<file path="src/rtl/bcd_channel_scheduler.sv">
// Shares one combinational binary-to-BCD converter across N_CH sample channels.
// Samples are snapshotted, served round-robin, and results kept per channel for random-access reads.
module bcd_channel_scheduler #(
    parameter int N_CH   = 13,
    parameter int SETTLE = 2
) (
    input  logic                 clk,
    input  logic                 rst,
    input  logic [12*N_CH-1:0]   sample_data,
    input  logic [N_CH-1:0]      sample_valid,
    output logic [11:0]          bin,
    input  logic [3:0]           bcd0,
    input  logic [3:0]           bcd1,
    input  logic [3:0]           bcd2,
    input  logic [3:0]           bcd3,
    input  logic [3:0]           rd_ch,
    output logic [15:0]          rd_bcd,
    output logic                 conv_done,
    output logic [3:0]           conv_ch,
    output logic                 busy
);

    typedef enum logic [1:0] {IDLE, WAIT, STORE} state_t;

    state_t                    state_q, state_d;
    logic [N_CH-1:0]           pending_q, pending_d;
    logic [N_CH-1:0][11:0]     snap_q, snap_d;
    logic [N_CH-1:0][15:0]     result_q, result_d;
    logic [11:0]               bin_q, bin_d;
    logic [3:0]                cur_q, cur_d;
    logic [3:0]                last_q, last_d;
    logic [3:0]                cnt_q, cnt_d;
    logic                      done_q, done_d;
    logic [3:0]                conv_ch_q, conv_ch_d;

    logic                      grant_vld;
    logic [3:0]                grant_idx;
    logic [4:0]                arb_idx;

    // Walk from the farthest candidate back to last+1 so the nearest pending channel wins.
    always_comb begin
        grant_vld = 1'b0;
        grant_idx = '0;
        arb_idx   = '0;
        for (int k = N_CH; k >= 1; k--) begin
            arb_idx = {1'b0, last_q} + 5'(k);
            if (arb_idx >= 5'(N_CH)) arb_idx = arb_idx - 5'(N_CH);
            if (pending_q[arb_idx[3:0]]) begin
                grant_vld = 1'b1;
                grant_idx = arb_idx[3:0];
            end
        end
    end

    always_comb begin
        state_d   = state_q;
        pending_d = pending_q;
        snap_d    = snap_q;
        result_d  = result_q;
        bin_d     = bin_q;
        cur_d     = cur_q;
        last_d    = last_q;
        cnt_d     = cnt_q;
        done_d    = 1'b0;
        conv_ch_d = conv_ch_q;

        case (state_q)
            IDLE: begin
                if (grant_vld) begin
                    bin_d                = snap_q[grant_idx];
                    cur_d                = grant_idx;
                    last_d               = grant_idx;
                    pending_d[grant_idx] = 1'b0;
                    cnt_d                = 4'(SETTLE - 1);
                    state_d              = WAIT;
                end
            end
            WAIT: begin
                if (cnt_q == 4'd0) state_d = STORE;
                else               cnt_d   = cnt_q - 4'd1;
            end
            STORE: begin
                result_d[cur_q] = {bcd3, bcd2, bcd1, bcd0};
                done_d          = 1'b1;
                conv_ch_d       = cur_q;
                state_d         = IDLE;
            end
            default: state_d = IDLE;
        endcase

        // A fresh strobe beats the grant's clear, so the channel is requeued with the new value.
        for (int i = 0; i < N_CH; i++) begin
            if (sample_valid[i]) begin
                pending_d[i] = 1'b1;
                snap_d[i]    = sample_data[12*i +: 12];
            end
        end
    end

    always_ff @(posedge clk) begin
        if (rst) begin
            state_q   <= IDLE;
            pending_q <= '0;
            snap_q    <= '0;
            result_q  <= '0;
            bin_q     <= '0;
            cur_q     <= '0;
            last_q    <= 4'(N_CH - 1);
            cnt_q     <= '0;
            done_q    <= 1'b0;
            conv_ch_q <= '0;
        end else begin
            state_q   <= state_d;
            pending_q <= pending_d;
            snap_q    <= snap_d;
            result_q  <= result_d;
            bin_q     <= bin_d;
            cur_q     <= cur_d;
            last_q    <= last_d;
            cnt_q     <= cnt_d;
            done_q    <= done_d;
            conv_ch_q <= conv_ch_d;
        end
    end

    always_comb begin
        rd_bcd = '0;
        for (int i = 0; i < N_CH; i++) begin
            if (rd_ch == 4'(i)) rd_bcd = result_q[i];
        end
    end

    assign bin       = bin_q;
    assign conv_done = done_q;
    assign conv_ch   = conv_ch_q;
    assign busy      = (state_q != IDLE);

endmodule

</file>
<file path="config.mk">
export PLATFORM = sky130hd
export DESIGN_NAME = bcd_channel_scheduler
export DESIGN_NICKNAME = d
export VERILOG_FILES = /design/src/rtl/bcd_channel_scheduler.sv
export SDC_FILE = /design/constraint.sdc
export NUM_CORES = 1
export LEC_CHECK = 0
export ABC_CLOCK_PERIOD_IN_PS = 6770
export BUFFER_PORTS_ARGS = -buffer_cell sky130_fd_sc_hd__clkbuf_2
export CAP_MARGIN = 25
export CORE_AREA = 2 2 281 283
export CTS_BUF_LIST = sky130_fd_sc_hd__clkbuf_8 sky130_fd_sc_hd__clkbuf_16
export CTS_CLUSTER_SIZE = 8
export DETAILED_ROUTE_END_ITERATION = 8
export DIE_AREA = 0 0 283 285
export PLACE_DENSITY = 0.5
export SLEW_MARGIN = 10
export SYNTH_ARGS = -nofsm -noshare
export SYNTH_HDL_FRONTEND = slang
export SYNTH_SLANG_ARGS = --single-unit
</file>
<file path="constraint.sdc">
create_clock -name clk -period 6.77 [get_ports clk]
set_clock_uncertainty 0.1 [all_clocks]
set_input_delay 1.0155 -clock clk [delete_from_list [all_inputs] [get_ports clk]]
set_output_delay 1.0155 -clock clk [all_outputs]
set_load 0.05 [all_outputs]
</file>
### After elaboration in Yosys (flattened, before gate mapping)

Cells that the tools add are included.

| storage, ports and cells | value |
|---|---|
| register bits | 408 |
| word-level logic and storage cells | 278 |
| bits of input ports | 191 |
| output and inout port bits | 34 |

| cells by class | value |
|---|---|
| add/subtract/negate cells | 27 |
| order comparisons | 30 |
| mux-type cells | 107 |
| reduce and logical (&&, ||, !) cells | 49 |
| equal/unequal tests | 17 |
| bitwise gates (word level) | 2 |

Operators by type and width:

| kind | count |
|---|---|
| 16-bit two-way mux | 14 |
| 208-bit bitwise mux | 1 |
| 4-bit two-way mux | 28 |
| 4-bit by 5-bit less-than comparator with 1-bit output, second input constant | 15 |
| 5-bit by 4-bit greater-or-equal comparator with 1-bit output, second input constant | 13 |
| 16-bit demux with 4-bit select | 1 |
| 2-bit nonzero test | 28 |
| 1-bit binary-select mux with 4-bit select | 13 |
| 4-bit subtractor, second input constant | 13 |
| 12-bit binary-select mux with 4-bit select | 1 |
| 1-bit two-way mux | 41 |
| 4-bit by 4-bit adder with 5-bit output, second input constant | 6 |
| 2-bit AND reduction | 15 |
| 13-bit two-way mux | 2 |
| 4-bit by 3-bit adder with 5-bit output, second input constant | 4 |
| 4-bit == test, second input constant | 5 |
| 4-bit by 3-bit == test with 1-bit output, second input constant | 4 |
| 13-bit AND | 1 |
| 13-bit inverter | 1 |
| 12-bit two-way mux | 1 |
| 4-bit by 2-bit adder with 5-bit output, second input constant | 2 |
| 4-bit by 2-bit == test with 1-bit output, second input constant | 2 |
| 4-bit by 1-bit greater-or-equal comparator with 1-bit output, second input constant | 2 |
| 4-bit zero test | 2 |
| other kinds (13) | 17 |

### Longest topological paths before layout

| logic depth | value |
|---|---|
| depth after elaboration | 27 |
| depth in mapped cells | 26 |
| depth with buffers taken out | 17 |

### Least setup slack after synthesis

No wires, ideal clock.

| timing | value |
|---|---|
| path type | flip-flop to flip-flop |
| from | register cur_q[1] (netlist name) |
| to | register bin_q[5], in the netlist bin[5] |
| arrival time | 5140 ps |
| stages on the path, launching flop included | 22 |
| setup time | 91 ps |
| slack | 1439 ps |
| period minus slack after synthesis | 5331 ps |
| cell sequence | dfxtp_1 > buf_2 > buf_2 > clkbuf_1 > inv_1 > ha_1 > buf_6 > a21o_1 > buf_2 > a311oi_2 > nand2_2 > o32ai_2 > o2111ai_1 > a21oi_2 > nor2_8 > mux2i_1 > a2111oi_0 > a21oi_1 > or4_4 > buf_6 > o221a_1 > a311oi_1 |

RTL lines:

| what | RTL line | RTL |
|---|---|---|
| to (signal assigned) | 117 | `bin_q <= bin_d;` |
| to (decl) | 29 | `logic [11:0] bin_q, bin_d;` |

==> summary.txt <==
run status: complete, no violations
Static Leak: 10.3 nW
worst reg2reg path startpoint: cur_q[0]$_SDFFE_PP0P_
Net Sw Power: 8.14 mW
Root Buffer: clkbuf_16
Seq/Total Area, Yosys: 0.352
final setup TNS: 0 ns
hold buffers post-CTS: 0
Nets: 3208
crit path kind: register to register
post-synth top area cell: dfxtp_1
via count: 22600
gr usage total: 0.220
Finished Cell Area: 0.0266 sq mm
starting DRC count in detailed routing: 2268
MaxCap Viol Count: 0
TritonCTS clock tree: built
most common cell after layout, fill and taps aside: nand2_1
Synth Register Bits: 406
Core Footprint: 0.0780 sq mm
cell count after synthesis: 2908
Vias per Instance: 5.57
Hold Crit Class: register to register
GP Congestion: 0.935
initial core utilization: 0.297
Sw Share: 0.511
Critical Path RT: 7.12 ns
Pint: 7.79 mW
CTS Buffer Depth: 3
Yosys Warn Count: 0
RSZ-0062 raised after global routing: no
Max VDD drop: 1190 uV
row count: 103
critical path endpoint category: register
FMAX: 0.160 GHz
first-pass GRT wire length: 139000 um
DR WL/cell: 22.8 um
CTS sink count: 406
total gr overflow: 0
drt first pass iters: 7
syn_nets: 3119
worst hold path cell count: 2
PortBufs: 224
Reg power frac: 0.167
Main synth FF type: dfxtp_1
layout cells sized above 1: 0.153
ys async rst share: 0
Synth Cell Area: 0.0231 sq mm
top-area cell type share of the netlist area: 0.352
Post-CTS Setup Bufs: 0
combinational share of power: 0.667
period utilization: 0.922
final setup fails: 0
largest net degree at the start of global routing: 217
Crit Reg-Reg Endpoint: bin[4]$_SDFFE_PP0P_
Hold Crit Start: result_q[90]$_SDFFE_PP0P_
Hold WS: 0.350 ns
Post-DP Area: 0.0250 sq mm
syn avg cell area: 7.95 sq um
FF-to-FF path depth: 17
Detail Placement HPWL: 62900 um
most frequent cells in the layout: 534 x nand2_1, 403 x dfxtp_1, 313 x a21oi_1
hold endpoint: result_q[90]$_SDFFE_PP0P_
routed wire length: 92400 um
crit-path max FO: 52
die area: 0.0807 sq mm
max_slew headroom: 0.248
Final min period: 6.24 ns
post-synth cell types: 111
worst-margin pin slew: 1.13 ns
Worst-path clk slew: 0.05 ns
vias in the first global route: 21500
critical path data arrival time: 6.59 ns
crit path launch type: register
initial antenna violation count: 6
total CTS buffers: 58
PD cells: 599 mW/mm^2
Area Growth Syn to Fin: 15.0%
Die Height: 285 um
clk_lat worst skew: 0.63 ns
R2R Setup Slk: 0.53 ns
fin. max-slew vios: 0
CTS H-tree depth: 2
I/O Pins: 225
final hold vios: 0
Clock Power Share: 0.166
Synth area leaders: dfxtp_1 35%, mux2i_1 12%, nand2_1 8.7%
number of remaining DRC errors: 0
Post-DRT Antenna Nets: 0
Die Width: 283 um
total power after layout: 15.9 mW
EDFF count, synth: 0
[sequential cells by signal (all words and copies together), names as in the netlist]
signal and cells:
result_q 208, snap_q 156, pending_q 13, bin 12, cnt_q 4, conv_ch 4, cur_q 4, last_q 2
state_q 2, conv_done 1
[power by group through the flow]
stage	sequential (mW)	clock [mW]	combinational, mW
4_1_cts	2.65	2.70	10.4
3_3_place_gp	2.70	0	10.5
5_1_grt	2.67	2.79	11.3
6_report	2.66	2.64	10.6
2_1_floorplan	2.72	0	7.33
3_5_place_dp	2.70	0	10.4
[per-stage QoR]
step	worst slack (ns)	utilization	cells
6_report	0.530	0.341	4058
5_1_grt	0.169	0.341	4055
4_1_cts	0.632	0.341	4052
3_5_place_dp	0.659	0.320	3986
3_3_place_gp	0.626	0.320	3986
2_1_floorplan	1.44	-	2908
[per-layer routing]
layer,up-vias,GRT usage,share of wire
met3,182,0.0332,0.073
met1,10900,0.304,0.45
met4,4,0.0797,0.033
li1,10600,-,-
met5,-,0,0.00016
met2,919,0.347,0.45
[area by class of cell]
class	instances	area, sq um
antenna	5	12.5
multi-input combinational	2202	13700
clock inverter	7	104
clock buffer	59	1470
timing repair buffer	289	1660
sequential	406	8130
inverter	40	150
tap	1050	1310
fill	8294	51400
[worst max-delay path by stage]
stage,from,end,slack [ns],depth (start not counted)
after floorplan,cur_q[1]$_SDFFE_PP0P_,bin[5]$_SDFFE_PP0P_,1.44,21
after global placement,cur_q[0]$_SDFFE_PP0P_,bin[4]$_SDFFE_PP0P_,0.63,17
after detailed placement,cur_q[0]$_SDFFE_PP0P_,bin[4]$_SDFFE_PP0P_,0.66,17
after CTS,cur_q[0]$_SDFFE_PP0P_,bin[4]$_SDFFE_PP0P_,0.63,17
after global routing,cur_q[0]$_SDFFE_PP0P_,bin[4]$_SDFFE_PP0P_,0.17,17
final,cur_q[0]$_SDFFE_PP0P_,bin[4]$_SDFFE_PP0P_,0.53,17
[synth_stat cells (24+ instances only)]
master	count
nor3_1	46
o21ai_0	80
clkbuf_1	161
dfxtp_1	406
a31oi_1	27
a22oi_1	59
a21oi_1	314
and2_1	25
nand3_1	56
a222oi_1	28
nand2_1	534
inv_1	38
nor2_1	252
buf_2	48
mux2i_1	274
nand2b_1	27
nor2b_1	24
[repair_timing]
action / CTS / global route
gates resized for setup: 0 / 2
hold endpoints to repair: 0 / 0
endpoints found under the setup margin: 0 / 4
[worst max-delay path, cell delays in order (launching register included)]
cell and delay (ns):
dfxtp_4 0.34, buf_4 0.47, ha_1 0.83, a22oi_1 0.23, o21ai_0 0.45, mux2i_1 0.30, mux4_2 0.34, a22oi_1 0.24
nor2b_1 0.54, a21boi_0 0.28, nand4_1 0.11, o311a_1 0.23, o31ai_4 0.35, buf_12 0.27, mux2i_1 0.54, nand2_1 0.12
a32oi_1 0.21, a211oi_1 0.09
[logic make-up after synthesis]
kind of cell    Yosys count  synth area share
flops                   406             0.352
simple gates           1069             0.203
buf+inv                 300            0.0583
xor+xnor                 25            0.0108
mux                     303             0.136
fa+ha+maj                20            0.0108
compound gates          785             0.229
No activity file was read; power rests on OpenSTA's default activity.
